===== src/rtl/uart_frame_rx.sv =====
// Assembles NUM_OPS little-endian operands plus a trailing opcode byte from an RX FIFO.
// Optional inter-byte idle timeout is compiled in with `define UART_FRAME_TIMEOUT_EN.
module uart_frame_rx #(
    parameter int DATA_W      = 16,
    parameter int NUM_OPS     = 2,
    parameter int TIMEOUT_CYC = 50000
) (
    input  logic                      CLK,
    input  logic                      RESET,
    input  logic                      FIFO_empty,
    input  logic [7:0]                data_in,
    output logic                      RD_FIFO,
    output logic [NUM_OPS*DATA_W-1:0] OPS,
    output logic [7:0]                OPCODE,
    output logic                      FIN,
    output logic                      busy,
    output logic                      err_timeout
);

    localparam int OP_BYTES = NUM_OPS * (DATA_W / 8);
    localparam int FB       = OP_BYTES + 1;
    localparam int CNT_W    = $clog2(FB);

    if ((DATA_W % 8) != 0 || DATA_W < 8 || DATA_W > 32 ||
        NUM_OPS < 1 || NUM_OPS > 4 || TIMEOUT_CYC < 2) begin : g_param_check
        $error("uart_frame_rx: parameter out of range");
    end

    typedef enum logic {
        COLLECT = 1'b0,
        DONE    = 1'b1
    } state_t;

    state_t               state_reg, state_next;
    logic [CNT_W-1:0]     byte_cnt_reg, byte_cnt_next;
    logic [OP_BYTES*8-1:0] work_bytes;
    logic                 last_pop;
    logic                 timeout_fire;

    always_ff @(posedge CLK) begin
        if (RESET) begin
            state_reg    <= COLLECT;
            byte_cnt_reg <= '0;
        end else begin
            state_reg    <= state_next;
            byte_cnt_reg <= byte_cnt_next;
        end
    end

    // RD_FIFO is masked during reset so no byte is lost to a discarded frame.
    always_comb begin
        state_next = state_reg;
        RD_FIFO    = 1'b0;
        last_pop   = 1'b0;
        case (state_reg)
            COLLECT: begin
                RD_FIFO  = !FIFO_empty && !RESET;
                last_pop = RD_FIFO && (byte_cnt_reg == CNT_W'(FB - 1));
                if (last_pop) begin
                    state_next = DONE;
                end
            end
            DONE: begin
                state_next = COLLECT;
            end
            default: begin
                state_next = COLLECT;
            end
        endcase
    end

    always_comb begin
        byte_cnt_next = byte_cnt_reg;
        if (RD_FIFO) begin
            byte_cnt_next = last_pop ? '0 : byte_cnt_reg + CNT_W'(1);
        end else if (timeout_fire) begin
            byte_cnt_next = '0;
        end
    end

    assign busy = (state_reg == COLLECT) && (byte_cnt_reg != '0);
    assign FIN  = (state_reg == DONE);

    for (genvar gi = 0; gi < OP_BYTES; gi++) begin : g_work
        logic [7:0] byte_reg;
        always_ff @(posedge CLK) begin
            if (RESET) begin
                byte_reg <= '0;
            end else if (RD_FIFO && byte_cnt_reg == CNT_W'(gi)) begin
                byte_reg <= data_in;
            end
        end
        assign work_bytes[gi*8 +: 8] = byte_reg;
    end

    // The opcode is the final byte, so it is taken straight from data_in on the closing pop.
    always_ff @(posedge CLK) begin
        if (RESET) begin
            OPS    <= '0;
            OPCODE <= '0;
        end else if (last_pop) begin
            OPS    <= work_bytes;
            OPCODE <= data_in;
        end
    end

`ifdef UART_FRAME_TIMEOUT_EN
    localparam int IDLE_W = $clog2(TIMEOUT_CYC);

    logic [IDLE_W-1:0] idle_cnt_reg;
    logic              err_timeout_reg;

    // A pop in the expiry cycle wins, so the byte is kept and the frame continues.
    assign timeout_fire = busy && !RD_FIFO && (idle_cnt_reg == IDLE_W'(TIMEOUT_CYC - 1));

    always_ff @(posedge CLK) begin
        if (RESET) begin
            idle_cnt_reg    <= '0;
            err_timeout_reg <= 1'b0;
        end else begin
            err_timeout_reg <= timeout_fire;
            if (RD_FIFO || byte_cnt_reg == '0 || timeout_fire) begin
                idle_cnt_reg <= '0;
            end else if (busy) begin
                idle_cnt_reg <= idle_cnt_reg + IDLE_W'(1);
            end
        end
    end

    assign err_timeout = err_timeout_reg;
`else
    assign timeout_fire = 1'b0;
    assign err_timeout  = 1'b0;
`endif

endmodule


===== config.mk =====
export PLATFORM = sky130hd
export DESIGN_NAME = uart_frame_rx
export DESIGN_NICKNAME = d
export VERILOG_FILES = /design/src/rtl/uart_frame_rx.sv
export SDC_FILE = /design/constraint.sdc
export NUM_CORES = 1
export LEC_CHECK = 0
export CORE_MARGIN = 5
export CORE_UTILIZATION = 52
export CTS_BUF_LIST = sky130_fd_sc_hd__clkbuf_4 sky130_fd_sc_hd__clkbuf_8
export CTS_CLUSTER_SIZE = 24
export DETAILED_ROUTE_END_ITERATION = 16
export PLACE_DENSITY = 0.82
export SETUP_SLACK_MARGIN = 0.4
export SLEW_MARGIN = 0
export SYNTH_ARGS = -nofsm -noshare
export SYNTH_HDL_FRONTEND = slang
export SYNTH_SLANG_ARGS = --single-unit

===== constraint.sdc =====
create_clock -name CLK -period 2.1 [get_ports CLK]
set_clock_uncertainty 0.2 [all_clocks]
set_input_delay 0.63 -clock CLK [delete_from_list [all_inputs] [get_ports CLK]]
set_output_delay 0.63 -clock CLK [all_outputs]
set_load 0.01 [all_outputs]

==> impl_metrics.tcl, run 1 <==
set metrics [dict create \
    avgRoutedWirePerCell_um 19.4 \
    yosys_warnings 0 \
    hold_depth 1 \
    num_rows 25 \
    hold_violations 0 \
    ys_ff_latch 76 \
    worstRegToRegCells 9 \
    gr-total-overflow 0 \
    syn_inst 211 \
    antenna_left 0 \
    viasPerCell 5.66 \
    gp_congestion 0.838 \
    whs_endpoint "OPS[19]" \
    vias 2078 \
    use_met1_pct 24.2 \
    drv_slew 0 \
    first_pass_iters 4 \
    syn_nets 227 \
    drc_errors 0 \
    met2_usage_pct 32.3 \
    htreeDepth 3 \
    grt_util_all_layers_pct 19.6 \
    synth_largest_area_cell "dfxtp_1" \
    fin_ws_ns 0.00530 \
    fin_crit_sh_pct 99.7 \
    mostFrequentLayoutCell "a22o_1" \
    post-place-ws_ns -0.789 \
    first_iter_violations 97 \
    async_flop_share_pct 0 \
    grt_pass1_wl_mm 9.42 \
    rsz0062_at_grt "yes" \
    tightestPinTransition_ns 0.649 \
    core_mm2 0.00475 \
    timing.hold.ws_ns 0.267 \
    avgSynthCellArea_um2 12.1 \
    final_cell_mix "64 x a22o_1, 44 x dfxtp_1, 41 x buf_2" \
    wirelength_mm 7.14 \
    cts.sinks 76 \
    worstSetupPathType "input port to output pin" \
    max_freq_mhz 477 \
    post-route-util_pct 76.0 \
    dp_hpwl_mm 3.87 \
    initial_utilization_pct 53.7 \
    clock_path_buffers 2 \
    root_buffer "clkbuf_8" \
    busiest_layer "met2" \
    fin_area_mm2 0.00361 \
    diodes 0 \
    fin_cells 367 \
    final-setup-viol-count 0 \
    drive_gt1_share_pct 49.7 \
    area_growth_pct 41.6 \
    yosysTopAreaCellShare_pct 59.6 \
    synth_area_mm2 0.00255 \
    die_w_um 80.0 \
    die_h_um 80.0 \
    status "completed" \
    arrival_ns 1.26 \
    cts_tree "yes" \
    synth-seq-area-share_pct 59.6 \
    cts_made_buffers 9 \
    dieArea_mm2 0.00641 \
    pin_count 55 \
    clkTransAtPathRegs_ns 0.08 \
    worstSetupEndpointType "output pin" \
    p_leak_nw 1.56 \
    antenna_found_initial 0 \
    ys_top_cells_by_area "dfxtp_1 60%, a22o_1 22%, ha_1 2.5%" \
    hold_start "OPS[19]" \
    netlist-cell-type-count 23 \
    cp-start-kind "input port" \
    dp.cells 333 \
    reg2reg_slack_ns 0.09 \
    crit_fanout 2 \
    cap_violations 0 \
    hold_class "flop to flop" \
    post_dp_cell_area_mm2 0.00325 \
    ys.flop_type "dfxtp_1" \
    r2r_end "OPS[16]" \
    cp.required_ns 1.27 \
    peakVddDrop_mv 0.773 \
    grt_use_met3_pct 4.29 \
    nets 311 \
    period_minus_slack_ns 2.09 \
    clkLatencyLatePin_ns 0.35 \
    first_global_vias 1916 \
    synth-edff-count 0 \
    io_buffers 53 \
    postCtsHoldBufs 0 \
    p_per_area_mw_per_mm2 789 \
    grt_max_degree 35 \
    reg2reg_from "FIN" \
    relSlewSlack_pct 56.5 \
]
-- per-stage QoR --
stage / total power, mW / TNS [ns]
after floorplan: 1.60 / 0
after global placement: 1.68 / -18.93
after detailed placement: 1.69 / -22.23
after CTS: 2.83 / 0
after global routing: 2.96 / -0.0168
final: 2.85 / 0
-- Yosys cell counts (2+ instances only) --
cell type and count:
a21oi_1 3, a22o_1 64, a31oi_1 4, buf_2 2
buf_4 5, buf_6 2, clkbuf_1 5, dfxtp_1 76
ha_1 5, inv_1 4, nand2_1 11, nand2b_1 8
nor2_1 3, nor3b_4 3, o21ai_0 8
-- critical path, stage by stage --
cell and delay (ns):
buf_6 0.09, or3_4 0.40, inv_4 0.06, buf_6 0.09
-- where the power goes --
group	switching [mW]	internal, mW	total, mW
combinational	0.114	0.105	0.219
sequential	0.0161	1.47	1.48
clock	0.559	0.591	1.15
-- timing repair --
item,in CTS,in global routing
pin swaps,7,12
buffers inserted,7,6
resized for setup,229,27
setup endpoints to repair,118,75
cloned,0,5
-- layer usage --
metal,wire [um],vias to the layer above
li1,-,955
met1,2870,1013
met2,3640,94
met3,454,16
met4,171,0
met5,0,-
-- cells by family after synthesis --
family | after synthesis | synth area share [%]
other | 1 | 0.147
flip-flops | 76 | 59.6
adder cells (fa/ha/maj) | 5 | 2.45
AND/OR/NAND/NOR | 30 | 7.94
AO/OA/AOI/OAI | 81 | 25.7
buffers and inverters | 18 | 4.07
-- final cells by class --
class | count | area (um^2)
Inverter | 4 | 17.5
Clock inverter | 6 | 71.3
Fill cell | 322 | 1140
Timing Repair Buffer | 87 | 722
Sequential cell | 76 | 1560
Tap cell | 67 | 83.8
Clock buffer | 10 | 138
Multi-Input combinational cell | 117 | 1020
-- worst max-delay path by stage --
stage                    start       to  slack (ns)
floorplan                RESET  RD_FIFO        0.01
global placement    FIFO_empty  RD_FIFO       -0.76
detailed placement  FIFO_empty  RD_FIFO       -0.79
CTS                 FIFO_empty  RD_FIFO       0.002
global route             RESET  RD_FIFO       -0.02
finish                   RESET  RD_FIFO       0.005
(Power assumes the default switching activity.)
==> run 2: changes to the inputs <==
--- a/config.mk
+++ b/config.mk
@@ -16,3 +16,4 @@
 export SYNTH_ARGS = -nofsm -noshare
 export SYNTH_HDL_FRONTEND = slang
 export SYNTH_SLANG_ARGS = --single-unit
+export TNS_END_PERCENT = 50
==> run 2 against run 1 <==
Setup slack got worse by 0.0095 ns. Count of clock-buffer cells in the layout decreased by 1. The flow now finishes with violations (negative setup slack). Combinational power decreased by 6%. Critical path depth unchanged. Flip-flop and latch count unchanged. Wire length decreased by 9.3%. Non-clock buffer count decreased by 5. Global-route usage increased by 0.56 points.
==> impl_metrics.tcl, run 2 (synthesis results as in run 1) <==
set metrics [dict create \
    switching_power_uw 685 \
    final-setup-viol-count 1 \
    whs_endpoint "OPS[15]" \
    comb_power_share_pct 7.3 \
    area_growth_pct 36.6 \
    root_buffer "clkbuf_8" \
    peakVddDrop_mv 0.512 \
    hold_class "flop to flop" \
    cp.buffers_inverters 3 \
    crit_path_top_delay_cell "or3_4" \
    fin_crit_sh_pct 100 \
    cap_violations 0 \
    p_sw_share_pct 24.4 \
    post-route-util_pct 73.3 \
    gp_congestion 0.826 \
    tns_ns -0.00416 \
    wirelength_mm 6.48 \
    viasPerCell 5.54 \
    top_layer "met4" \
    post-place-ws_ns -0.801 \
    p_leak_nw 1.51 \
    worstSetupEndpointType "output pin" \
    gr-total-overflow 0 \
    htreeDepth 3 \
    grt_pass1_wl_mm 9.58 \
    nets 306 \
    crit_chain "buf_6 > or3_4 > inv_4 > buf_6" \
    die_w_um 80.0 \
    drv_slew 0 \
    dp_hpwl_mm 3.94 \
    cts.sinks 76 \
    final_cell_mix "64 x a22o_1, 43 x dfxtp_1, 43 x buf_2" \
    internal_power_mw 2.12 \
    violations "negative setup slack" \
    crit_path_max_incr_delay_ns 0.39 \
    cts_made_buffers 9 \
    arrival_ns 1.27 \
    fin_ws_ns -0.00416 \
    drc_errors 0 \
    max_freq_mhz 475 \
    p_seq_share_pct 52.9 \
    clock_path_buffers 2 \
    dp.cells 339 \
    clkLatencyLatePin_ns 0.35 \
    io_buffers 53 \
    crit_family "simple AND/OR/NAND/NOR gates" \
    clkTransAtPathRegs_ns 0.08 \
    p_per_area_mw_per_mm2 804 \
    worstSetupPathType "input port to output pin" \
    first_global_vias 1904 \
    reg2reg_from "byte_cnt_reg[1]" \
    wl_met2_mm 3.33 \
    first_iter_violations 135 \
    num_rows 25 \
    reg2reg_slack_ns 0.38 \
    grt_max_degree 41 \
    pin_count 55 \
    drive_gt1_share_pct 50.2 \
    fin_cells 362 \
    grt_util_all_layers_pct 20.2 \
    antenna_found_initial 0 \
    first_pass_iters 4 \
    wl_met1_mm 2.76 \
    wl_met3_um 323 \
    cp.required_ns 1.27 \
    mostFrequentLayoutCell "a22o_1" \
    startpoint "FIFO_empty" \
    hold_start "OPS[15]" \
    period_minus_slack_ns 2.10 \
    dieArea_mm2 0.00641 \
    rsz0062_at_grt "yes" \
    crit_fanout 2 \
    die_h_um 80.0 \
    status "finished, violations left" \
    cts_tree "yes" \
    hold_violations 0 \
    clkPwrFrac_pct 39.8 \
    hold_depth 1 \
    core_mm2 0.00475 \
    diodes 0 \
    r2r_end "g_work[3].byte_reg[5]" \
    initial_utilization_pct 53.7 \
    vias 2005 \
    worstRegToRegCells 9 \
    avgRoutedWirePerCell_um 17.9 \
    cp-start-kind "input port" \
    path_common_cell "buf_6" \
    antenna_left 0 \
]
-- run 2: routing by layer --
layer  global-route usage [%]  up-vias
met2                     32.0       56
met1                     24.7      994
met5                        0        -
li1                         -      949
met3                     5.76        6
met4                     10.8        0
-- run 2: worst max path at each step --
| stage | slack, ns | end | cells after the start |
|---|---|---|---|
| 3_3_place_gp | -0.80 | RD_FIFO | 4 |
| 2_1_floorplan | 0.01 | RD_FIFO | 4 |
| 4_1_cts | -0.005 | RD_FIFO | 4 |
| 6_report | -0.004 | RD_FIFO | 4 |
| 5_1_grt | -0.02 | RD_FIFO | 4 |
| 3_5_place_dp | -0.80 | RD_FIFO | 4 |
-- run 2: layout make-up --
type	count	area [um^2]
clock buffers	9	124
clock inverters	7	76.3
fillers	329	1270
inverters	4	17.5
multi-input cells	117	1030
flip-flops and latches	76	1560
well taps	67	83.8
repair buffers	82	594
-- run 2: power groups by stage --
stage,registers (mW),logic (mW),clock network [mW]
2_1_floorplan,1.51,0.0891,0
3_3_place_gp,1.51,0.176,0
3_5_place_dp,1.51,0.180,0
4_1_cts,1.48,0.185,1.12
5_1_grt,1.49,0.218,1.21
6_report,1.48,0.206,1.11
-- run 2: worst register-to-register path, delay by kind of cell (launching register included) --
| kind | cells | cell delay [ns] |
|---|---|---|
| buf+inv | 4 | 0.49 |
| simple gates | 2 | 0.29 |
| flops | 1 | 0.35 |
| compound gates | 1 | 0.08 |
| fa+ha+maj | 2 | 0.25 |
-- run 2: per-stage QoR --
stage | cell area, um^2 | power [mW] | hold WS [ns]
2_1_floorplan | 2570 | 1.60 | 0.243
3_3_place_gp | 3280 | 1.69 | 0.254
3_5_place_dp | 3280 | 1.69 | 0.260
4_1_cts | 3360 | 2.79 | 0.268
5_1_grt | 3490 | 2.91 | 0.280
6_report | 3490 | 2.80 | 0.266
-- run 2: timing repair --
action                                 in CTS  in global routing
hold buffers                                0                  0
setup buffers                               1                  5
pin swaps                                   3                  1
setup endpoints to repair                 116                 31
resized for setup                         222                 31
endpoints found under the hold margin       0                  0
gates cloned                                0                  1
==> run 3: changes to the inputs <==
--- a/config.mk
+++ b/config.mk
@@ -8,7 +8,6 @@
 export CORE_MARGIN = 5
 export CORE_UTILIZATION = 52
 export CTS_BUF_LIST = sky130_fd_sc_hd__clkbuf_4 sky130_fd_sc_hd__clkbuf_8
-export CTS_CLUSTER_SIZE = 24
 export DETAILED_ROUTE_END_ITERATION = 16
 export PLACE_DENSITY = 0.82
 export SETUP_SLACK_MARGIN = 0.4
==> constraint.sdc (replaced) <==
create_clock -name CLK -period 1.97 [get_ports CLK]
set_clock_uncertainty 0.2 [all_clocks]
set_input_delay 0.591 -clock CLK [delete_from_list [all_inputs] [get_ports CLK]]
set_output_delay 0.591 -clock CLK [all_outputs]
set_load 0.01 [all_outputs]
==> run 3 against run 2 <==
The run still ends with negative setup slack left. Non-clock buffer count increased by 18. First-iteration DRC count is 16% higher. Register-to-register slack lost 0.37 ns. Critical path depth down 1. Cell count rose by 5.0%. Largest power group unchanged.
==> impl_metrics.tcl, run 3 (synthesis results as in run 1) <==
set metrics [dict create \
    p_leak_nw 1.66 \
    cp.required_ns 1.18 \
    clkLatencyLatePin_ns 0.35 \
    violations "negative setup slack" \
    status "finished, violations left" \
    worstSetupPathType "flop to output pin" \
    r2r_end "OPS[0]" \
    period_minus_slack_ns 2.02 \
    initial_utilization_pct 53.7 \
    fin_ws_ns -0.0502 \
    area_growth_pct 55.6 \
    first_global_vias 2021 \
    peakVddDrop_mv 0.933 \
    io_buffers 53 \
    drv_slew 0 \
    tns_ns -0.0502 \
    p_per_area_mw_per_mm2 798 \
    final_cell_mix "64 x a22o_1, 50 x buf_6, 43 x dfxtp_2" \
    grt_max_degree 41 \
    fin_cells 380 \
    first_iter_violations 157 \
    worstRegToRegCells 8 \
    multi_input_area_um2 995 \
    crit_fanout 2 \
    antenna_left 0 \
    dp.cells 339 \
    mostFrequentLayoutCell "a22o_1" \
    cp-start-kind "flop" \
    drive_gt1_share_pct 53.7 \
    hold_depth 1 \
    whs_endpoint "OPS[19]" \
    rsz0062_at_grt "yes" \
    worstSetupEndpointType "output pin" \
    post_dp_cell_area_mm2 0.00328 \
    cts_made_buffers 9 \
    reg2reg_slack_ns 0.01 \
    hold_violations 0 \
    clock_path_buffers 2 \
    grt_pass1_wl_mm 10.7 \
    grt_util_all_layers_pct 22.8 \
    avgRoutedWirePerCell_um 19.7 \
    dieArea_mm2 0.00641 \
    hold_start "g_work[2].byte_reg[3]" \
    cts_tree "yes" \
    root_buffer "clkbuf_8" \
    fin_crit_sh_pct 103 \
    pin_count 55 \
    final-setup-viol-count 1 \
    die_w_um 80.0 \
    dp_hpwl_mm 3.95 \
    regArea_mm2 0.00158 \
    nets 324 \
    fin_area_mm2 0.00397 \
    wirelength_mm 7.50 \
    clkTransAtPathRegs_ns 0.08 \
    viasPerCell 5.49 \
    postCtsHoldBufs 0 \
    hold_class "flop to flop" \
    gr-total-overflow 0 \
    num_rows 25 \
    core_mm2 0.00475 \
    diodes 0 \
    cap_violations 0 \
    first_pass_iters 4 \
    max_freq_mhz 495 \
    arrival_ns 1.23 \
    die_h_um 80.0 \
    antenna_found_initial 0 \
    cts.sinks 76 \
    vias 2086 \
    htreeDepth 3 \
    drc_errors 0 \
    reg2reg_from "FIN" \
    gp_congestion 0.827 \
    fillers 238 \
]
==> run 3: area by class of cell <==
| cell class | instances | share of cell area [%] |
|---|---|---|
| clock buffer | 10 | 3.47 |
| clock inverter | 6 | 2.36 |
| inverter | 4 | 0.441 |
| multi-input combinational | 117 | 25.1 |
| sequential | 76 | 39.7 |
| tap | 67 | 2.11 |
| timing repair buffer | 100 | 26.9 |
==> run 3: worst max-delay path by stage <==
stage | to | cells after the start | slack (ns) | from
floorplan | RD_FIFO | 4 | -0.04 | RESET
global placement | RD_FIFO | 4 | -0.85 | FIFO_empty
detailed placement | RD_FIFO | 4 | -0.85 | FIFO_empty
CTS | RD_FIFO | 4 | -0.05 | FIFO_empty
global route | RD_FIFO | 3 | -0.09 | FIN
finish | RD_FIFO | 3 | -0.05 | FIN
==> run 3: metrics by stage <==
step	setup WS (ns)	total power, mW	hold slack [ns]	util (%)
final	-0.0502	3.17	0.275	83.5
after global routing	-0.0877	3.28	0.295	83.5
after CTS	-0.0546	3.16	0.275	80.1
after detailed placement	-0.848	1.81	0.258	69.1
after global placement	-0.851	1.80	0.255	69.1
after floorplan	-0.0384	1.71	0.243	-
==> run 3: timing repair <==
item | CTS | global route
endpoints found under the setup margin | 117 | 117
resized for setup | 289 | 3
setup buffers | 14 | 7
gates cloned | 0 | 4
pin swaps | 44 | 45
==> run 3: where the power goes <==
part | leakage (nW) | total [mW] | internal [mW] | switching, mW
Sequential | 0.636 | 1.58 | 1.56 | 0.0188
Combinational | 0.912 | 0.224 | 0.106 | 0.118
Clock | 0.114 | 1.36 | 0.761 | 0.600
==> run 3: metal layers <==
metal,GRT usage [%],share of wire [%],vias to the layer above
met1,28.1,42,1024
li1,-,-,985
met5,0,0,-
met2,37.1,51,63
met3,7.67,5.9,14
met4,8.11,1.7,0
==> run 3: critical path, cell delays in order (launching register included) <==
cell and delay [ns]:
dfxtp_2 0.32, or3_4 0.40, inv_4 0.07, buf_6 0.09
